File: config.mk
export PLATFORM = sky130hd
export DESIGN_NAME = ksa_ref_pipe
export DESIGN_NICKNAME = d
export VERILOG_FILES = /design/src/rtl/ksa_checker_pkg.sv /design/src/rtl/ksa_checker_ref_pipe.sv
export SDC_FILE = /design/constraint.sdc
export NUM_CORES = 1
export LEC_CHECK = 0
export ABC_AREA = 1
export CORE_AREA = 2 2 39 41
export DETAILED_ROUTE_END_ITERATION = 8
export DIE_AREA = 0 0 41 43
export GPL_ROUTABILITY_DRIVEN = 0
export GPL_TIMING_DRIVEN = 1
export SYNTH_ARGS = -nofsm -noshare
export SYNTH_HDL_FRONTEND = slang
export SYNTH_SLANG_ARGS = --single-unit
File: constraint.sdc
create_clock -name vclk -period 2.2
set_clock_uncertainty 0.05 [all_clocks]
set_input_delay 0.66 -clock vclk [all_inputs]
set_output_delay 0.66 -clock vclk [all_outputs]
set_load 0.005 [all_outputs]
File: src/rtl/ksa_checker_pkg.sv
// ksa_checker_pkg: state encoding and default operand width shared by the
// ksa adder family and its response checker.
package ksa_checker_pkg;

    localparam int KSA_DEFAULT_WIDTH = 4;

    typedef enum logic [1:0] {
        ST_IDLE = 2'd0,
        ST_RUN  = 2'd1,
        ST_DONE = 2'd2
    } ksa_state_t;

endpackage

File: src/rtl/ksa_checker_ref_pipe.sv
// ksa_ref_pipe: golden ksa sum plus a LATENCY-deep shift register that carries
// the vector and its expected sum so they line up with the DUT result.
// LATENCY=0 is a pure combinational pass-through. Only the valids are reset or
// flushed; the data stages are free-running.
module ksa_ref_pipe
    import ksa_checker_pkg::*;
#(
    parameter int WIDTH   = KSA_DEFAULT_WIDTH,
    parameter int LATENCY = 0
) (
    input  logic             clk,
    input  logic             rst,
    input  logic             i_flush,
    input  logic             i_vld,
    input  logic [WIDTH-1:0] i_a,
    input  logic [WIDTH-1:0] i_b,
    input  logic             i_cin,
    output logic             o_vld,
    output logic [WIDTH-1:0] o_a,
    output logic [WIDTH-1:0] o_b,
    output logic             o_cin,
    output logic [WIDTH:0]   o_exp
);

    localparam int DW = 3 * WIDTH + 2;

    logic [WIDTH:0] w_exp_p0;
    logic [DW-1:0]  w_data_p0;
    logic [DW-1:0]  w_data_pn;

    // Full-width golden sum: the carry-out is kept, never truncated.
    assign w_exp_p0  = {1'b0, i_a} + {1'b0, i_b} + {{WIDTH{1'b0}}, i_cin};
    assign w_data_p0 = {i_a, i_b, i_cin, w_exp_p0};

    generate
        if (LATENCY == 0) begin : g_comb
            logic w_unused_ctl;
            assign w_unused_ctl = ^{clk, rst, i_flush};
            assign o_vld        = i_vld;
            assign w_data_pn    = w_data_p0;
        end else begin : g_pipe
            logic [LATENCY-1:0] r_vld_p;
            logic [DW-1:0]      r_data_p [LATENCY];

            // valid shift register, cleared on reset or flush
            always_ff @(posedge clk) begin
                if (rst || i_flush) begin
                    r_vld_p <= '0;
                end else begin
                    r_vld_p[0] <= i_vld;
                    for (int i = 1; i < LATENCY; i++) begin
                        r_vld_p[i] <= r_vld_p[i-1];
                    end
                end
            end

            // data shift register, no reset needed
            always_ff @(posedge clk) begin
                r_data_p[0] <= w_data_p0;
                for (int i = 1; i < LATENCY; i++) begin
                    r_data_p[i] <= r_data_p[i-1];
                end
            end

            assign o_vld     = r_vld_p[LATENCY-1];
            assign w_data_pn = r_data_p[LATENCY-1];
        end
    endgenerate

    assign {o_a, o_b, o_cin, o_exp} = w_data_pn;

endmodule

Word-level counts from Yosys, hierarchy flattened
Index checks and enable logic that the tools add are counted.
{"block": "totals", "register_bits": 0, "inputBits": 13, "out_inout_bits": 15, "wordCells": 2}
{"block": "op_classes", "n_addsub": 2}
{"op": "adder 4 x 4 -> 5 bit", "count": 1}
{"op": "adder 5 x 1 -> 5 bit", "count": 1}

Depth between registers and ports, before layout
Gate-level depths: netlist of run 1.
{"block": "logic_depth", "depth_word": 2, "ltp_mapped": 5, "mapped_depth_nobuf": 5}

Least setup slack after synthesis of run 1
OpenSTA, ideal clock, no wires.
{"block": "synth_timing", "kind": "input to output", "from": "in i_a[0]", "to": "out o_exp[1]", "arrival_time_ns": 1.638, "required_ns": 1.490, "setup_slack_ns": -0.148, "cell_stages": 4, "cell_sequence": "fa_1 -> inv_1 -> fa_1 -> inv_1"}
{"block": "synth_via", "elab_chain_cells": 2}
{"item": "start, declared", "line": "ksa_checker_ref_pipe.sv:15", "rtl": "input logic [WIDTH-1:0] i_a,"}
{"item": "adder 4 x 4 -> 5 bit", "line": "ksa_checker_ref_pipe.sv:32", "rtl": "assign w_exp_p0 = {1'b0, i_a} + {1'b0, i_b} + {{WIDTH{1'b0}}, i_cin};"}
{"item": "adder 5 x 1 -> 5 bit", "line": "ksa_checker_ref_pipe.sv:32"}
{"item": "end, declared", "line": "ksa_checker_ref_pipe.sv:22", "rtl": "output logic [WIDTH:0] o_exp"}
Every way passes these cells.

Worst setup path after layout of run 1
Same ends and word-level chain as after synthesis.

==> results of run 1 <==
-- cells by family (layout without fill, tap and decap cells) --
kind of cell | after synthesis | count (layout) | synth area share
AO/OA/AOI/OAI | 3 | 3 | 0.0625
adder cells (fa/ha/maj) | 5 | 5 | 0.323
buffers and inverters | 17 | 34 | 0.422
XOR/XNOR | 1 | 1 | 0.0365
AND/OR/NAND/NOR | 9 | 9 | 0.156
-- through the flow --
stage / instances / TNS (ns) / util / setup slack, ns
finish: 68 / -0.739 / 0.355 / -0.279
global route: 68 / -0.941 / 0.355 / -0.314
CTS: 68 / -0.778 / 0.333 / -0.277
detailed placement: 67 / -6.37 / 0.318 / -1.06
global placement: 67 / -6.36 / 0.318 / -1.07
floorplan: 35 / -0.0734 / - / -0.0734
-- cell usage after synthesis --
master / instances / area [um2]
fa_1: 2 / 40.0
inv_1: 7 / 26.3
nand3_1: 3 / 15.0
ha_1: 3 / 37.5
o21ai_0: 1 / 5.00
buf_4: 10 / 75.1
nand2_1: 5 / 18.8
a21oi_1: 2 / 10.0
nor2_1: 1 / 3.75
xnor2_1: 1 / 8.76
-- repair_timing --
item | CTS | global route
setup buffers | 1 | 1
cloned | 0 | 0
pin swaps | 2 | 4
resized for setup | 49 | 11
setup endpoints to repair | 14 | 6
-- per-layer routing --
layer	GRT usage	wire length [um]
met1	0.0927	236
met4	0	0
met3	0	83
met5	0	0
met2	0.119	253
-- power groups by stage --
stage | Sequential [uW] | Combinational, uW | Clock [uW]
final | 0 | 116 | 0
after detailed placement | 0 | 112 | 0
after global placement | 0 | 111 | 0
after floorplan | 0 | 51.0 | 0
after global routing | 0 | 131 | 0
after CTS | 0 | 106 | 0
-- cell type report --
type	instances	area [um2]
Multi-Input combinational cell	18	189
Inverter	7	26.3
Fill cell	150	892
Timing Repair Buffer	27	256
Tap cell	16	20.0
-- worst paths after layout --
path,start,to,slack (ns),depth (start not counted)
hold / removal,i_vld,o_vld,1.27,0
setup / recovery,i_a[0],o_exp[1],-0.28,6
==> run summary, run 1 <==
Net Sw Power: 44.8 uW
Synth Area per Inst: 6.86 um2
Critical-path cell list: buf_6 -> fa_2 -> inv_2 -> fa_2 -> inv_2 -> buf_6
Pwr Density: 235 nW/um2
DRC viols: 0
Max-slew violations: 0
Syn Nets: 53
CP Max Fanout: 2
Share of cells above drive strength 1: 0.423
Dpl cell area: 440 um2
P_leak: 0.000244 uW
Startpoint Class: input pin
Sw Ratio: 0.387
Post-Syn Area: 240 um2
Drt initial violations: 1
Vias in the first global route: 257
Max_slew headroom: 0.905
DR vias/cell: 3.91
Worst-margin pin slew: 0.142 ns
I/O pin count: 28
Most frequent cells in the layout: buf_6 (7), clkdlybuf4s50_1 (7)
Final nets: 72
Post-synthesis sequential area ratio: 0
Worst Path Required: 1.49 ns
N_diodes: 0
Synth warn: 0
Port Buffers: 23
Worst setup margin: -0.279 ns
Violated checks: setup timing
GRT Resource Usage Total: 0.0671
Internal cell power: 70.9 uW
WHS: 1.27 ns
Setup CP Type: input pin to output port
DR vias: 266
Max Fclk: 0.403 GHz
Hold Buf Count CTS: 0
Drt pass-1 iters: 2
HPWL Detailed: 461 um
Final period util: 1.13
Gate power share: 1.000
Die Ht: 43 um
Synth-to-layout area growth: 105%
Worst Path Buf+Inv: 4
First-pass GRT wire length: 910 um
Period minus WS final: 2.48 ns
Initial core utilization: 0.174
Number of sequential cells: 0
Library cells used by synthesis: 10
RSZ-0062 raised after global routing: true
Die area: 1760 um2
Slowest stage cell, crit path: fa_2
Total Power: 116 uW
Reg power frac: 0
Clock network fraction of total power: 0
Total gr overflow: 0
Critical Path AT: 1.77 ns
Clock buffers: 0
Critical path capture point type: output port
Largest net degree at the start of global routing: 6
Top delay family on crit path: adder cells
Hold crit path type: input pin to output port
Initial antenna violation count: 0
Status: complete, but fails checks
Die Span X: 41 um
Final Hold Fails: 0
Final setup viols: 4
Core area: 1380 um2
Row count: 14
Routed WL: 573 um
Worst VDD drop: 0.0787 mV
WL/cell: 8.43 um
Post-route ant nets: 0
Sequential standard cell area: 0 um2
Max stage delay on crit path: 0.42 ns
Post-Layout Inst Area: 492 um2
Max-cap violations: 0
Cells after Synth: 35
Power figures use the tool's default switching activity.
==> inputs of run 2 (changes only) <==
Settings changed: PLACE_DENSITY from default to 0.6, SKIP_LAST_GASP from default to 1.
==> run 2 against run 1 <==
- the flow still finishes with violations (setup timing)
- wire length stayed put
- flip-flop and latch count stayed put
- sequential share of layout area stayed put
- via count is 1.1% higher
- count of clock-buffer cells in the layout stayed put
- final cell count stayed put
- highest routed layer unchanged
- global-route usage is 0.10 points higher
- design area is 2.0% lower
- largest cell class unchanged
- die area stayed put
==> run summary, run 2 (synthesis gave the netlist of run 1 again) <==
Worst-margin pin slew: 0.150 ns (+0.00826 ns)
DR vias: 269 (+1.1%)
Synth-to-layout area growth: 101%
Routed WL: 573 um (unchanged)
Most frequent cells in the layout: clkdlybuf4s50_1 (8), buf_6 (6)
Most common cell after layout, fill and taps aside: clkdlybuf4s50_1
Die Ht: 43 um (unchanged)
Die Span X: 41 um (unchanged)
Max-slew violations: 0 (unchanged)
Layout fillers: 149 (-0.67%)
Period minus WS final: 2.48 ns (+0.00164 ns)
CP Max Fanout: 2 (unchanged)
Violated checks: setup timing
Utilization after layout: 0.348 (-0.00723)
Total Power: 113 uW (-2.4%)
Hold Buf Count CTS: 0 (unchanged)
Critical path capture point type: output port
P_leak: 0.000234 uW (-4.2%)
Post-Layout Inst Area: 482 um2 (-2.0%)
N_diodes: 0 (unchanged)
Final setup viols: 4 (unchanged)
Initial antenna violation count: 0 (unchanged)
Worst Path Required: 1.49 ns (about the same)
Drt pass-1 iters: 2 (unchanged)
Setup CP Type: input pin to output port
Core area: 1380 um2 (unchanged)
Dpl cell area: 440 um2 (unchanged)
Grt met3 use: 0 (unchanged)
Vias in the first global route: 263 (+2.3%)
Critical Path Start: i_a[0]
Grt peak-use layer: met2
DRC viols: 0 (unchanged)
RSZ-0062 raised after global routing: true
WL/cell: 8.43 um (unchanged)
First-pass GRT wire length: 924 um (+1.5%)
Total gr overflow: 0 (unchanged)
Met1 usage: 0.0927 (unchanged)
I/O pin count: 28 (unchanged)
DR vias/cell: 3.96 (+1.1%)
Worst setup margin: -0.281 ns (-0.00164 ns)
Area occupied by multi-input gates: 193 um2 (+2.0%)
WHS: 1.27 ns (unchanged)
Post-route ant nets: 0 (unchanged)
Max_slew headroom: 0.900 (-0.00550)
Clock buffers: 0 (unchanged)
Hold Crit Depth: 0 (unchanged)
Share of cells above drive strength 1: 0.462 (+0.0385)
Worst VDD drop: 0.0847 mV (+7.6%)
Largest net degree at the start of global routing: 6 (unchanged)
Max-cap violations: 0 (unchanged)
Row count: 14 (unchanged)
Initial core utilization: 0.174 (unchanged)
Final nets: 72 (unchanged)
Drt initial violations: 1 (unchanged)
Number of sequential cells: 0 (unchanged)
Max Fclk: 0.403 GHz (about the same)
Hold path startpoint: i_vld
Final period util: 1.13 (about the same)
GRT Resource Usage Total: 0.0681 (+0.00100)
HPWL Detailed: 461 um (unchanged)
Startpoint Class: input pin
Die area: 1760 um2 (unchanged)
Sequential standard cell area: 0 um2 (unchanged)
Hold crit path type: input pin to output port
Port Buffers: 23 (unchanged)
Final Hold Fails: 0 (unchanged)
GR Layer Usage met2: 0.122 (+0.00313)
Critical Path AT: 1.77 ns (about the same)
Status: complete, but fails checks
Pwr Density: 234 nW/um2 (-0.35%)
[run 2: changes by cell type in the layout (fill, tap and decap cells not counted)]
cell and delta:
clkdlybuf4s50_1 +1, o21ai_2 +1, dlymetal6s2s_1 -1, o21ai_1 -1, clkbuf_2 +2, clkdlybuf4s15_1 -1
buf_6 -1
[run 2: per-stage QoR]
stage	setup TNS, ns	worst slack (ns)	std cells
after floorplan	-0.0734	-0.0734	35
after global placement	-6.36	-1.07	67
after detailed placement	-6.37	-1.06	67
after CTS	-0.909	-0.277	68
after global routing	-0.952	-0.323	68
final	-0.740	-0.281	68
[run 2: metal layers]
layer,part of all wire,wire [um]
met5,0,0
met4,0,0
met2,0.44,254
met3,0.14,82
met1,0.41,235
[run 2: area by class of cell]
type / count / area share
Inverter: 7 / 0.0545
Multi-Input combinational cell: 18 / 0.400
Tap cell: 16 / 0.0416
Timing Repair Buffer: 27 / 0.504
[run 2: where the power goes]
part | switching (uW) | internal, uW | total, uW
clock | 0 | 0 | 0
combinational | 45.1 | 67.8 | 113
sequential | 0 | 0 | 0
total | 45.1 | 67.8 | 113
[run 2: path summary, 6_finish.rpt]
| kind | slack (ns) | endpoint |
|---|---|---|
| worst min-delay path | 1.27 | o_vld |
| worst max-delay path | -0.28 | o_exp[1] |
[run 2: critical path, cell delays in order]
cell   delay, ns
buf_6       0.10
fa_2        0.38
inv_2       0.06
fa_2        0.42
inv_2       0.05
buf_2       0.10
[run 2: what timing repair did]
action	CTS	global route
setup buffers	1	1
hold endpoints to repair	0	0
pin swaps	1	5
setup endpoints to repair	14	6
gates resized for setup	46	13
